===== config.mk =====
export PLATFORM = sky130hd
export DESIGN_NAME = fir_ctrl
export DESIGN_NICKNAME = d
export VERILOG_FILES = /design/src/rtl/fir_pkg.sv /design/src/rtl/fir_ctrl.sv
export SDC_FILE = /design/constraint.sdc
export NUM_CORES = 1
export LEC_CHECK = 0
export ABC_AREA = 1
export BUFFER_PORTS_ARGS = -buffer_cell sky130_fd_sc_hd__buf_2
export CAP_MARGIN = 40
export CORE_MARGIN = 2
export CORE_UTILIZATION = 46
export DETAILED_ROUTE_END_ITERATION = 12
export GPL_TIMING_DRIVEN = 0
export PLACE_DENSITY = 0.77
export SLEW_MARGIN = 0
export SYNTH_ARGS = -nofsm -noshare
export SYNTH_HDL_FRONTEND = slang
export SYNTH_SLANG_ARGS = --single-unit

===== constraint.sdc =====
create_clock -name clock -period 1.5 [get_ports clock]
set_input_delay 0.15 -clock clock [delete_from_list [all_inputs] [get_ports clock]]
set_output_delay 0.15 -clock clock [all_outputs]
set_load 0.1 [all_outputs]

===== src/rtl/fir_pkg.sv =====
// Shared definitions for the FIR sequencer: default widths and state encoding.
package fir_pkg;

    localparam int unsigned FIR_DATA_W = 8;
    localparam int unsigned FIR_N_TAPS = 8;
    localparam int unsigned FIR_ADDR_W = 3;

    typedef enum logic [1:0] {
        ST_CLEAR = 2'd0,
        ST_IDLE  = 2'd1,
        ST_RUN   = 2'd2
    } fir_state_e;

endpackage


===== src/rtl/fir_ctrl.sv =====
// fir_ctrl: sequencer and circular sample-buffer controller for an N_TAPS FIR.
// Zeroes the sample RAM after reset, accepts samples on a valid/ready
// handshake, writes them into the RAM, and for every accepted sample walks
// N_TAPS cycles of coefficient-ROM / sample-RAM read addresses for the MAC.
//
// Ports:
//   clock, reset           rising-edge clock, asynchronous active-high reset
//   x_valid, x_in, x_ready input sample handshake
//   ram_we/ram_waddr/ram_wdata  sample RAM write port (write lands at the edge)
//   ram_raddr              sample RAM read address (asynchronous read RAM)
//   rom_addr               coefficient ROM address (asynchronous read ROM)
//   mac_init               high on tap 0 of a frame
//   busy                   high while clearing or running a frame
//   frame_done             high during the last tap of a frame
module fir_ctrl
    import fir_pkg::*;
#(
    parameter int unsigned DATA_W = FIR_DATA_W,
    parameter int unsigned N_TAPS = FIR_N_TAPS,
    parameter int unsigned ADDR_W = FIR_ADDR_W
) (
    input  logic              clock,
    input  logic              reset,
    input  logic              x_valid,
    input  logic [DATA_W-1:0] x_in,
    output logic              x_ready,
    output logic              ram_we,
    output logic [ADDR_W-1:0] ram_waddr,
    output logic [DATA_W-1:0] ram_wdata,
    output logic [ADDR_W-1:0] ram_raddr,
    output logic [ADDR_W-1:0] rom_addr,
    output logic              mac_init,
    output logic              busy,
    output logic              frame_done
);

    localparam logic [ADDR_W-1:0] LAST_IDX = ADDR_W'(N_TAPS - 1);
    localparam logic [ADDR_W-1:0] ONE      = ADDR_W'(1);

    fir_state_e        state_q, state_d;
    logic [ADDR_W-1:0] clr_cnt_q, clr_cnt_d;
    logic [ADDR_W-1:0] tap_q, tap_d;
    logic [ADDR_W-1:0] wptr_q, wptr_d;

    logic last_tap;
    logic accept;

    // Ready in IDLE and on the last tap so frames can run back to back.
    assign last_tap = (state_q == ST_RUN) && (tap_q == LAST_IDX);
    assign x_ready  = (state_q == ST_IDLE) || last_tap;
    assign accept   = x_valid & x_ready;

    // Next-state and output decode.
    always_comb begin
        state_d    = state_q;
        clr_cnt_d  = clr_cnt_q;
        tap_d      = tap_q;
        wptr_d     = wptr_q;
        ram_we     = 1'b0;
        ram_waddr  = '0;
        ram_wdata  = '0;
        ram_raddr  = '0;
        rom_addr   = '0;
        mac_init   = 1'b0;
        busy       = 1'b0;
        frame_done = 1'b0;

        case (state_q)
            ST_CLEAR: begin
                busy      = 1'b1;
                ram_we    = 1'b1;
                ram_waddr = clr_cnt_q;
                // Wraps back to zero on the final clear cycle.
                clr_cnt_d = clr_cnt_q + ONE;
                if (clr_cnt_q == LAST_IDX) begin
                    state_d = ST_IDLE;
                end
            end
            ST_IDLE: begin
            end
            ST_RUN: begin
                busy       = 1'b1;
                rom_addr   = tap_q;
                // Tap k pairs h[k] with x[n-k]; wraps naturally mod N_TAPS.
                ram_raddr  = wptr_q - tap_q;
                mac_init   = (tap_q == '0);
                frame_done = last_tap;
                tap_d      = tap_q + ONE;
                if (last_tap) begin
                    state_d = ST_IDLE;
                end
            end
            default: begin
                state_d = ST_CLEAR;
            end
        endcase

        // On the last tap the write target is the oldest sample, which is
        // being read this same cycle; the async read sees the old value.
        if (accept) begin
            ram_we    = 1'b1;
            ram_waddr = wptr_q + ONE;
            ram_wdata = x_in;
            wptr_d    = wptr_q + ONE;
            tap_d     = '0;
            state_d   = ST_RUN;
        end
    end

    // State and counter registers.
    always_ff @(posedge clock or posedge reset) begin
        if (reset) begin
            state_q   <= ST_CLEAR;
            clr_cnt_q <= '0;
            tap_q     <= '0;
            wptr_q    <= LAST_IDX;
        end else begin
            state_q   <= state_d;
            clr_cnt_q <= clr_cnt_d;
            tap_q     <= tap_d;
            wptr_q    <= wptr_d;
        end
    end

endmodule


==> impl_metrics.toml, run 1 <==
[outcome]
status = "aborted with a tool error"
flow.stopped_at = "global routing"
toolErrorMsg = "[ERROR DPL-0038] Utilization greater than 100%, impossible to legalize"

[global_routing]
grt_max_degree = 12

[clock_tree]
cts_root_buffer_type = "sky130_fd_sc_hd__clkbuf_4"
clock_tree.htree_level_count = 1
number_of_buffers_created_by_cts = 3
cts.sink_count = 11
clock_tree.buffer_depth = 2

[synthesis]
synthDistinctLibCells = 19
post_synth.cell_area_avg_um2 = 7.05
synth.cell_area_um2 = 803
synth.yosys.warnings = 0
synth_sequential_area_ratio = 0.347
syn_inst = 114
synthesis.nets = 133
synth.ff_latch_count = 11

[floorplan]
initial_core_util = 0.476
num_rows = 15
chipHeight_um = 45.8
fp.dieW_um = 45.8
io_pins = 33

[placed_design]
routabilityCongestion = 0.752
dp_hpwl_um = 1420
place.port_buffers = 32
metrics by stage:
stage	instances	hold slack [ns]	worst slack (ns)	instance area [um^2]	setup TNS [ns]
3_3_place_gp	163	0.154	-0.534	1210	-5.03
2_1_floorplan	114	0.000224	-0.412	1020	-4.23
4_1_cts	175	0.224	-0.409	1650	-5.34
3_5_place_dp	163	0.162	-0.572	1210	-5.32
cell usage after synthesis:
library cell / instances / area share
sky130_fd_sc_hd__a21oi_1: 1 / 0.0062
sky130_fd_sc_hd__a31oi_1: 1 / 0.0078
sky130_fd_sc_hd__buf_8: 1 / 0.019
sky130_fd_sc_hd__dfrtp_1: 8 / 0.25
sky130_fd_sc_hd__dfstp_2: 3 / 0.098
sky130_fd_sc_hd__fa_1: 1 / 0.025
sky130_fd_sc_hd__ha_1: 7 / 0.11
sky130_fd_sc_hd__inv_1: 26 / 0.12
sky130_fd_sc_hd__inv_2: 1 / 0.0047
sky130_fd_sc_hd__nand2_1: 32 / 0.15
sky130_fd_sc_hd__nand2_2: 2 / 0.016
sky130_fd_sc_hd__nand2_4: 1 / 0.014
sky130_fd_sc_hd__nand3_1: 2 / 0.012
sky130_fd_sc_hd__nand3_2: 1 / 0.012
sky130_fd_sc_hd__nor2_1: 18 / 0.084
sky130_fd_sc_hd__nor2_2: 1 / 0.0078
sky130_fd_sc_hd__o21ai_0: 3 / 0.019
sky130_fd_sc_hd__o21ai_1: 2 / 0.012
sky130_fd_sc_hd__xor2_1: 3 / 0.033
cells by family after synthesis:
group / after synthesis / synth area share
AOI/OAI and AO/OA: 7 / 0.0452
xor gates and xnor gates: 3 / 0.0327
adders and majority gates: 8 / 0.134
buffers and inverters: 28 / 0.145
DFF: 11 / 0.347
and+or+nand+nor: 57 / 0.296
repair_timing:
action                     in CTS
setup endpoints to repair      23
gates cloned                    1
pin swaps                      15
hold endpoints to repair        8
setup buffers                   7
gates resized for setup        95
hold buffers                    1
==> run 2: changes to the inputs <==
- CORE_AREA: not set -> 2 2 63 65
- CORE_MARGIN: 2 -> not set
- CORE_UTILIZATION: 46 -> not set
- DIE_AREA: not set -> 0 0 65 67
- PLACE_DENSITY: 0.77 -> not set
- PLACE_DENSITY_LB_ADDON: not set -> 0.15
==> run 2 against run 1 <==
Compared with the run above:
- the flow now finishes, with violations (negative setup slack)
- area after synthesis stayed put
- synthesized cell count unchanged
==> impl_metrics.toml, run 2 <==
[outcome]
status = "finished, violations left"
violations = "negative setup slack"

[timing]
worstMarginPinSlew_ns = 0.494
hold_slack_ns = 0.392
final_setup_violation_count = 25
rsz_0062_raised_after_global_routing = "true"
fin_setup_tns_ns = -5.31
final_hold_viol_count = 0
final.setup.worst_slack_ns = -0.365
maxClockFrequency_mhz = 536
final_worst_path_period_need_ns = 1.87
min_period_over_period = 1.24
finalClockSkew_ns = 0.00271
timing.slew.headroom = 0.673
final_max_slew_viol_count = 0

[route]
antenna_violating_nets_post_route = 0
drtIter0Drc = 21
num_vias = 893
viasPerCell = 4.10
drt-wirelength-per-cell_um = 11.5
detailed_route_wire_length_on_metal_1_um = 984
detail_route.first_pass.iterations = 4
wl_um = 2500
drt_drc_violations_left = 0
highest-signal-layer = "met4"
wl_met3_um = 122
met2_length_um = 1370

[placed_design]
dp_hpwl_um = 1590
placed_cells = 194
routabilityCongestion = 0.723
place.port_buffers = 32

[finish]
filler_cell_count = 313
mostFrequentLayoutCell = "sky130_fd_sc_hd__nand2_1"
antenna_cells_inserted = 0
share_of_layout_cells_above_drive_strength_1 = 0.647
area_growth_pct = 135
final_net_count = 190
seqCellArea_um2 = 282
multi_input_area_um2 = 736
post-route-util = 0.523
layout.cells.non_filler = 218
most-common-layout-cells = "sky130_fd_sc_hd__nand2_1 (22), sky130_fd_sc_hd__buf_12 (20), sky130_fd_sc_hd__inv_1 (17), sky130_fd_sc_hd__nor2_4 (15), sky130_fd_sc_hd__buf_4 (13)"
top_regs = "clr_cnt_q (3), tap_q (3), wptr_q (3)"

[floorplan]
fp.dieW_um = 65
io_pins = 33
initial_core_util = 0.223
floorplan.core_area_um2 = 3610
num_rows = 22
die-area_um2 = 4360
chipHeight_um = 67

[global_routing]
via_count_of_the_first_global_routing_pass = 819
grt.overflow.total = 0
grt_usage = 0.111
grt_pass1_wl_um = 3780
grt_max_degree = 12
antenna_found_initial = 0

[worst_setup_path]
timing.critical_path.arrival_ns = 1.72
timing.critical_path.from_type = "flip-flop"
path_max_fanout = 3
cp-startpoint = "tap_q[0]"
timing.critical_path.to_type = "output pin"
r2r-start = "tap_q[0]"
crit_path_max_incr_delay_ns = 0.39
critical_path_required_ns = 1.35
crit_slowest_cell = "sky130_fd_sc_hd__dfrtp_1"
timing.critical_path.cells = "ha_2, ha_4, nand3_4, a21oi_4, nand2_4, nand2_8, buf_12"
critical_path_class = "flip-flop to output pin"

[clock_tree]
clock_tree.htree_level_count = 1
worstSkewPairLatency_ns = 0.23
number_of_buffers_created_by_cts = 3
clk_transition_reported_paths_ns = 0.05
cts.sink_count = 11
cts_root_buffer_type = "sky130_fd_sc_hd__clkbuf_8"
clock_tree.buffer_depth = 2
tritoncts_clock_tree = "yes"

[synthesis]
synth.ff_latch_count = 11
synthDistinctLibCells = 19
most_instantiated_library_cell_after_synthesis = "sky130_fd_sc_hd__nand2_1"
synth_top_cells_by_count = "sky130_fd_sc_hd__nand2_1 (32), sky130_fd_sc_hd__inv_1 (26), sky130_fd_sc_hd__nor2_1 (18)"
asyncSetResetFlopFracSynth = 1.00
synthTopCellsByArea = "sky130_fd_sc_hd__dfrtp_1 (25%), sky130_fd_sc_hd__nand2_1 (15%), sky130_fd_sc_hd__inv_1 (12%), sky130_fd_sc_hd__ha_1 (11%), sky130_fd_sc_hd__dfstp_2 (9.8%)"
synth_largest_area_cell = "sky130_fd_sc_hd__dfrtp_1"
synthDominantCellAreaShare = 0.249
synth_sequential_area_ratio = 0.347
synth.yosys.warnings = 0
syn_inst = 114
synthesis.nets = 133
post_synth.cell_area_avg_um2 = 7.05
count_of_flip_flops_with_a_built_in_enable_after_synthesis = 0
synth.cell_area_um2 = 803
ys.flop_type = "sky130_fd_sc_hd__dfrtp_1"

[min_path]
hold_path.class = "input pin to flip-flop"
holdCritStartpoint = "x_valid"

[job]
drv_cap = 0
==> run 2: cell type report <==
class / instances / share of cell area
Clock buffer: 4 / 0.0239
Inverter: 27 / 0.0651
Multi-Input combinational cell: 76 / 0.390
Sequential cell: 11 / 0.149
Tap cell: 48 / 0.0319
Timing Repair Buffer: 52 / 0.339
==> run 2: path summary, 6_finish.rpt <==
kind | end | cells past startpoint | slack, ns
max reg2reg | tap_q[2] | 9 | -0.08
max in group asynchronous | wptr_q[2] | 3 | 0.72
max | ram_waddr[1] | 7 | -0.37
min reg2reg | clr_cnt_q[0] | 1 | 0.50
min in group asynchronous | clr_cnt_q[0] | 3 | 0.45
min | wptr_q[2] | 4 | 0.39
==> run 2: cells by family (layout without fill, tap and decap cells) <==
family / count (synthesis) / count (layout) / synth area share
AO/OA/AOI/OAI: 7 / 7 / 0.0452
XOR/XNOR: 3 / 3 / 0.0327
adder cells (fa/ha/maj): 8 / 8 / 0.134
buffers and inverters: 28 / 83 / 0.145
flip-flops: 11 / 11 / 0.347
AND/OR/NAND/NOR: 57 / 58 / 0.296
==> run 2: critical path, delay by kind of cell (launching register included) <==
| family | cells | cell delay, ns |
|---|---|---|
| compound gates | 1 | 0.25 |
| fa+ha+maj | 2 | 0.37 |
| buf+inv | 1 | 0.17 |
| flops | 1 | 0.39 |
| simple gates | 3 | 0.30 |
==> run 2: per-stage QoR <==
step / worst slack (ns) / cell area, um^2
after floorplan: -0.412 / 1020
after global placement: -0.604 / 1240
after detailed placement: -0.628 / 1240
after CTS: -0.373 / 1720
after global routing: -0.427 / 1880
final: -0.365 / 1880
==> run 2: per-layer routing <==
layer | GRT usage | up-vias
met5 | 0 | -
met4 | 0.0160 | 0
met3 | 0.0389 | 4
met2 | 0.200 | 17
met1 | 0.129 | 427
li1 | - | 445
==> run 2: what timing repair did <==
item                                    CTS  global route
resized for setup                       100            25
pin swaps                                12             3
hold endpoints to repair                  8             0
buffers inserted                         10            10
gates cloned                              0             1
endpoints found under the setup margin   23            27
hold buffers                              1             0
Power of run 2 is left out: the tool's default activity adds up to more than one toggle a clock period on the data nets, which glitch-free logic cannot reach.
